==> src/rtl/xor_stage.sv <==
// rtl/xor_stage.sv - key/data XOR stage over a 5x64 permutation state, 1-cycle valid/ready register
// Optional input padding of the data block is enabled by defining XOR_STAGE_PAD_EN.
module xor_stage #(
  parameter int KEY_WIDTH  = 128,
  parameter int RATE_WIDTH = 64
) (
  input  logic                  clock,
  input  logic                  reset,
  input  logic [4:0][63:0]      i_state,
  input  logic [RATE_WIDTH-1:0] i_data,
  input  logic [KEY_WIDTH-1:0]  i_key,
`ifdef XOR_STAGE_PAD_EN
  input  logic [$clog2(RATE_WIDTH/8+1)-1:0] i_nbytes,
`endif
  input  logic [1:0]            i_mode,
  input  logic                  i_xor_lsb,
  input  logic                  i_valid,
  output logic                  o_ready,
  output logic [4:0][63:0]      o_state,
  output logic                  o_valid,
  input  logic                  i_ready
);

  localparam int STATE_BITS = 320;
  localparam int NB         = RATE_WIDTH / 8;

  localparam logic [1:0] MODE_PASS     = 2'b00;
  localparam logic [1:0] MODE_DATA     = 2'b01;
  localparam logic [1:0] MODE_INIT_END = 2'b10;
  localparam logic [1:0] MODE_FINAL    = 2'b11;

  logic [4:0][63:0]      state_q, state_d;
  logic                  valid_q, valid_d;
  logic [RATE_WIDTH-1:0] data_pad;
  logic [STATE_BITS-1:0] cat_in, cat_res;
  logic [4:0][63:0]      result;
  logic                  accept;

  assign o_ready = !valid_q || i_ready;
  assign accept  = i_valid && o_ready;
  assign o_state = state_q;
  assign o_valid = valid_q;

  // Byte 0 is the MSB byte; bytes past the count are zeroed and the first one gets 0x80.
  always_comb begin
    data_pad = i_data;
`ifdef XOR_STAGE_PAD_EN
    for (int b = 0; b < NB; b++) begin
      if (b == int'(i_nbytes))
        data_pad[RATE_WIDTH-1-8*b -: 8] = 8'h80;
      else if (b > int'(i_nbytes))
        data_pad[RATE_WIDTH-1-8*b -: 8] = 8'h00;
    end
`endif
  end

  // cat_in is {state[0], ..., state[4]} with state[0] most significant.
  always_comb begin
    cat_in = '0;
    for (int i = 0; i < 5; i++)
      cat_in[STATE_BITS-1-64*i -: 64] = i_state[i];
  end

  always_comb begin
    cat_res = cat_in;
    case (i_mode)
      MODE_PASS:     cat_res = cat_in;
      MODE_DATA:     cat_res = cat_in ^ {data_pad, {(STATE_BITS-RATE_WIDTH){1'b0}}};
      MODE_INIT_END: cat_res = cat_in ^ {{(STATE_BITS-KEY_WIDTH){1'b0}}, i_key};
      MODE_FINAL:    cat_res = cat_in ^ {{RATE_WIDTH{1'b0}}, i_key,
                                         {(STATE_BITS-RATE_WIDTH-KEY_WIDTH){1'b0}}};
      default:       cat_res = cat_in;
    endcase
    cat_res[0] = cat_res[0] ^ i_xor_lsb;
  end

  always_comb begin
    result = '0;
    for (int i = 0; i < 5; i++)
      result[i] = cat_res[STATE_BITS-1-64*i -: 64];
  end

  always_comb begin
    state_d = state_q;
    valid_d = valid_q;
    if (accept) begin
      state_d = result;
      valid_d = 1'b1;
    end else if (i_ready) begin
      valid_d = 1'b0;
    end
  end

  always_ff @(posedge clock or posedge reset) begin
    if (reset) begin
      state_q <= '0;
      valid_q <= 1'b0;
    end else begin
      state_q <= state_d;
      valid_q <= valid_d;
    end
  end

endmodule
==> config.mk <==
export PLATFORM = sky130hd
export DESIGN_NAME = xor_stage
export DESIGN_NICKNAME = d
export VERILOG_FILES = /design/src/rtl/xor_stage.sv
export SDC_FILE = /design/constraint.sdc
export NUM_CORES = 1
export LEC_CHECK = 0
export BUFFER_PORTS_ARGS = -buffer_cell sky130_fd_sc_hd__buf_2
export CAP_MARGIN = 20
export CORE_AREA = 2 2 323 325
export DETAILED_ROUTE_END_ITERATION = 12
export DIE_AREA = 0 0 325 327
export PLACE_DENSITY_LB_ADDON = 0.05
export SLEW_MARGIN = 20
export SYNTH_ARGS = -nofsm -noshare
export SYNTH_HDL_FRONTEND = slang
export SYNTH_SLANG_ARGS = --single-unit
export TNS_END_PERCENT = 5
==> constraint.sdc <==
create_clock -name clock -period 13.8 [get_ports clock]
set_clock_uncertainty 0.05 [all_clocks]
set_input_delay 1.38 -clock clock [delete_from_list [all_inputs] [get_ports clock]]
set_output_delay 1.38 -clock clock [all_outputs]
set_load 0.01 [all_outputs]
* Word level (Yosys, flattened, before mapping)
Cells that the tools add are included.
** Operators by class
- Eq/ne operators :: 3
- Muxes and demuxes :: 3
- Bitwise logic cells :: 4
- Reductions and logical operators :: 5
** Operator list (count)
- $pmux W320 S4 :: 1
- $xor A320 B128 Y320 :: 1
- $xor A320 B256 Y320 :: 1
- $xor A320 B320 Y320 :: 1
- $eq A2 B2 Y1 const B :: 2
- $eq A2 B1 Y1 const B :: 1
- $logic_not A2 Y1 :: 1
- $mux W1 :: 2
- $reduce_bool A2 Y1 :: 1
- $logic_and A1 B1 Y1 :: 1
- $logic_not A1 Y1 :: 1
- $logic_or A1 B1 Y1 :: 1
- $xor A1 B1 Y1 :: 1
** Word-level totals
- Word-level logic and storage cells :: 21
- Flip-flop bits (word level) :: 321

* Depth between registers and ports, before layout
- Word-level depth :: 4
- Mapped depth :: 8
- Depth with buffers taken out :: 3

* Worst setup path before layout
No wires, ideal clock.
- Path type :: input -> output
- From :: input i_ready
- To :: output o_ready
- Data arrival time :: 1887 ps
- Buffers on the path :: 2
- Setup slack :: 10483 ps
- Stages on the path :: 3
- Cell sequence :: nand2b_1 -> clkbuf_2 -> clkbuf_1
** On the way
- Cells in the longest elaborated chain, start to end :: 1
** RTL lines
- start, declared :: RTL line 21 : input logic i_ready
- $logic_or A1 B1 Y1 :: RTL line 39 : assign o_ready = !valid_q || i_ready;
- end, declared :: RTL line 18 : output logic o_ready,
No other way between the ends.

* Worst setup path after layout
- From :: input i_valid
- To :: register state_q (netlist bit o_state[188])
** On the way
- Cells in the longest elaborated chain, start to end :: 1
** RTL lines
- start, declared :: RTL line 17 : input logic i_valid,
- $logic_and A1 B1 Y1 :: RTL line 40 : assign accept = i_valid && o_ready;
- end signal, assigned :: RTL line 99 : state_q <= state_d;
- end, declared :: RTL line 32 : logic [4:0][63:0] state_q, state_d;
No other way between the ends.
A chain may end at the register's enable or synchronous reset.

==> metrics.txt <==
fill cell count=11.4k; startpoint-to-endpoint class of the critical path=in -> reg; Clock Pin Slew Worst Setup and Hold Paths=~60 ps; buffers inserted by post-CTS timing repair=0; post-detailed-placement half-perimeter wirelength=62400 um; Hold Path Stages=1; clock tree from TritonCTS=yes; number of synthesized register bits=around 320; remaining antenna violation count=0; full die area=around 110000 um2; Clock Power Share=about 37%; largest vdd supply drop=~0.064 mV; Distinct cells, synth=17; post-synthesis cell area=around 18000 um2; sum of negative setup slack=0 ps; Tightest Hold Check Type=reg -> reg; Final nets=between 2k and 3k; antenna violations before repair=52; number of I/O port buffers=840; post-layout minimum cycle time=around 4500 ps; pin count of the biggest net entering global routing=about 140; CTS sink count=approximately 320; clk root buf=sky130_fd_sc_hd__clkbuf_16; total number of vias=around 15k; number of placement rows=around 120; top fanout value on the critical path=78; hold endpoint=o_state[134]$_DFFE_PP0P_; number of maximum-capacitance constraint violations=0; Final Hold Vio Count=0; combinational share of power=between 20% and 30%; multi-input logic area=around 9000 um2; final global-route overflow total=0; unrepaired setup endpoints after global routing=no; R2R depth=5; cell types occupying the most area after synthesis=sky130_fd_sc_hd__dfrtp_1, sky130_fd_sc_hd__xor2_1, sky130_fd_sc_hd__a21oi_1, sky130_fd_sc_hd__nand3b_1, sky130_fd_sc_hd__mux2_4; net count of the mapped netlist=roughly 2.1k; leakage power total=between 10 and 15 nW; sequential fraction of the synthesis area=between 40 and 50%; all-layer global routing usage=approximately 16%; post-synth top area cell=sky130_fd_sc_hd__dfrtp_1; clock buffer depth=3; Die Y-Extent=between 300 and 400 um; switching share of total power=between 30% and 40%; vias in the first global route=between 15k and 20k; DRT Pass-1 Iters=4; FF-to-FF Start=o_valid$_DFFE_PP0P_; hold_buf cts=0; switching component of the power=slightly above 1 mW; I/O pin cnt=~840; status=completed; remaining max-slew budget at the tightest pin=between 10% and 20%; Area growth syn-to-layout=38.3%; fraction of synthesized cell area taken by the top area cell type=45.1%; DP Worst Slack=between 8000 and 9000 ps; internal reg-to-reg setup slack=about 9800 ps; element type at the critical path start=input pin; synthesized instance count=roughly 1.6k; layout cells sized above 1=a little under half; # H-tree levels=2; required time of the worst setup path=roughly 14000 ps; wire length per cell after detailed routing=22.6 um; DRT Wirelength=roughly 86000 um; worst path setup slack after routing=around 9300 ps; Gates resized, CTS repair=0; maximum operating frequency=between 0.2 and 0.25 GHz; longest individual stage delay on the worst path=930 ps; number of buffers created by CTS=47; wire length of the first global-routing pass=122000 um; total power divided by cell area=130 nW/um2; Max stage delay cell, worst path=sky130_fd_sc_hd__and2_4; # setup viols final=0; sequential cell fraction of total power=between 30% and 40%; hold path startpoint=o_state[134]$_DFFE_PP0P_; Die X=roughly 330 um; nature of the critical path endpoint=flip-flop; yosys synthesis warning count=0; Period Utilization, post-route=roughly 32%; worst slew pin tran=around 1300 ps; latest clock arrival within the worst-skew pair=roughly 600 ps; detail-routed via count per cell=between 4 and 5; routability-driven placement congestion ratio=between 0.8 and 0.9; Core Footprint=103000 um2; Detailed Route Iter0 Violations=~660; Initial Utilization=17.3%; terminus of the critical flop-to-flop path=o_state[188]$_DFFE_PP0P_; internal power consumption=~2.2 mW; Final Max Tran Viols=0; most frequent cell on the critical path=sky130_fd_sc_hd__buf_4; cell chain of the critical path=buf_6, and2_4, buf_4, buf_4, mux2_4; Sequential cell area=between 8000 and 9000 um2; DRC violations left=0; synthesized area per cell=10.9 um2; worst endpoint data arrival time=about 4900 ps
power by group through the flow:
stage,Combinational [mW],Sequential (mW),Clock [mW]
CTS,0.851,1.19,1.25
detailed placement,0.851,1.20,0
global route,0.895,1.21,1.29
finish,0.826,1.18,1.20
floorplan,0.360,1.27,0
global placement,0.851,1.20,0
area by class of cell:
| class | instances | share of cell area [%] |
|---|---|---|
| tap | 1380 | 7.02 |
| clock buffer | 75 | 5.61 |
| timing repair buffer | 859 | 17.8 |
| clock inverter | 6 | 0.351 |
| sequential | 321 | 32.6 |
| antenna | 24 | 0.244 |
| multi-input combinational | 1155 | 36.3 |
| inverter | 1 | 0.0458 |
worst max path at each step:
stage,startpoint,cells after the start,slack (ps),to
detailed placement,i_valid,5,8630,o_state[65]$_DFFE_PP0P_
global placement,i_valid,5,8640,o_state[188]$_DFFE_PP0P_
CTS,i_valid,5,9310,o_state[72]$_DFFE_PP0P_
finish,i_valid,5,9340,o_state[188]$_DFFE_PP0P_
floorplan,reset,1,3490,o_state[0]$_DFFE_PP0P_
global route,i_valid,5,9160,o_state[67]$_DFFE_PP0P_
state kept, by name (all words and copies together) (netlist names):
signal	cells
o_valid	1
o_state	320
cells in the final DEF (no fill, tap or decap), drive strengths merged:
| cell | count |
|---|---|
| nand2b | 2 |
| bufinv | 2 |
| a21oi | 382 |
| xnor2 | 129 |
| buf | 859 |
| inv | 2 |
| clkinvlp | 1 |
| dfrtp | 321 |
| nand3 | 128 |
| and2 | 1 |
| nand3b | 192 |
| xor2 | 192 |
| clkbuf | 75 |
| mux2 | 129 |
| diode | 24 |
| clkinv | 2 |
synth_stat cells:
cell	count
sky130_fd_sc_hd__a21oi_1	302
sky130_fd_sc_hd__a21oi_2	80
sky130_fd_sc_hd__and2_1	1
sky130_fd_sc_hd__buf_1	5
sky130_fd_sc_hd__buf_2	38
sky130_fd_sc_hd__buf_6	31
sky130_fd_sc_hd__clkbuf_1	76
sky130_fd_sc_hd__clkbuf_2	1
sky130_fd_sc_hd__dfrtp_1	321
sky130_fd_sc_hd__inv_1	1
sky130_fd_sc_hd__mux2_2	39
sky130_fd_sc_hd__mux2_4	90
sky130_fd_sc_hd__nand2b_1	2
sky130_fd_sc_hd__nand3_1	128
sky130_fd_sc_hd__nand3b_1	192
sky130_fd_sc_hd__xnor2_1	129
sky130_fd_sc_hd__xor2_1	192
worst max-delay path: cells and delay by family:
kind          cells  cell delay [ps]
buf+inv           3             2100
simple gates      1              930
mux               1              350
kinds of logic after synthesis:
family                 after synthesis  share of synthesized area, %
flip-flops                         321                          45.1
multiplexers                       129                          10.1
XOR/XNOR                           321                          15.8
AND/OR/NAND/NOR                    323                          11.8
AO/OA/AOI/OAI                      382                          12.4
buffers and inverters              152                          4.79
metrics by stage:
stage | power (mW) | std cells | util, % | area (um2) | hold WS (ps)
floorplan | 1.63 | 1628 | - | 17800 | 501
global placement | 2.05 | 3716 | 22.4 | 23100 | 439
detailed placement | 2.05 | 3716 | 22.4 | 23100 | 440
CTS | 3.29 | 3797 | 23.9 | 24500 | 453
global route | 3.40 | 3813 | 23.9 | 24600 | 465
finish | 3.21 | 3821 | 23.9 | 24600 | 450
per-layer routing:
| layer | up-vias | routed length, um | GRT usage, % |
|---|---|---|---|
| met4 | 38 | 3390 | 6.72 |
| li1 | 7190 | - | - |
| met2 | 526 | 44900 | 28.6 |
| met5 | - | 224 | 0 |
| met1 | 7446 | 31900 | 16.7 |
| met3 | 178 | 6030 | 4.96 |
(Power assumes the default switching activity.)
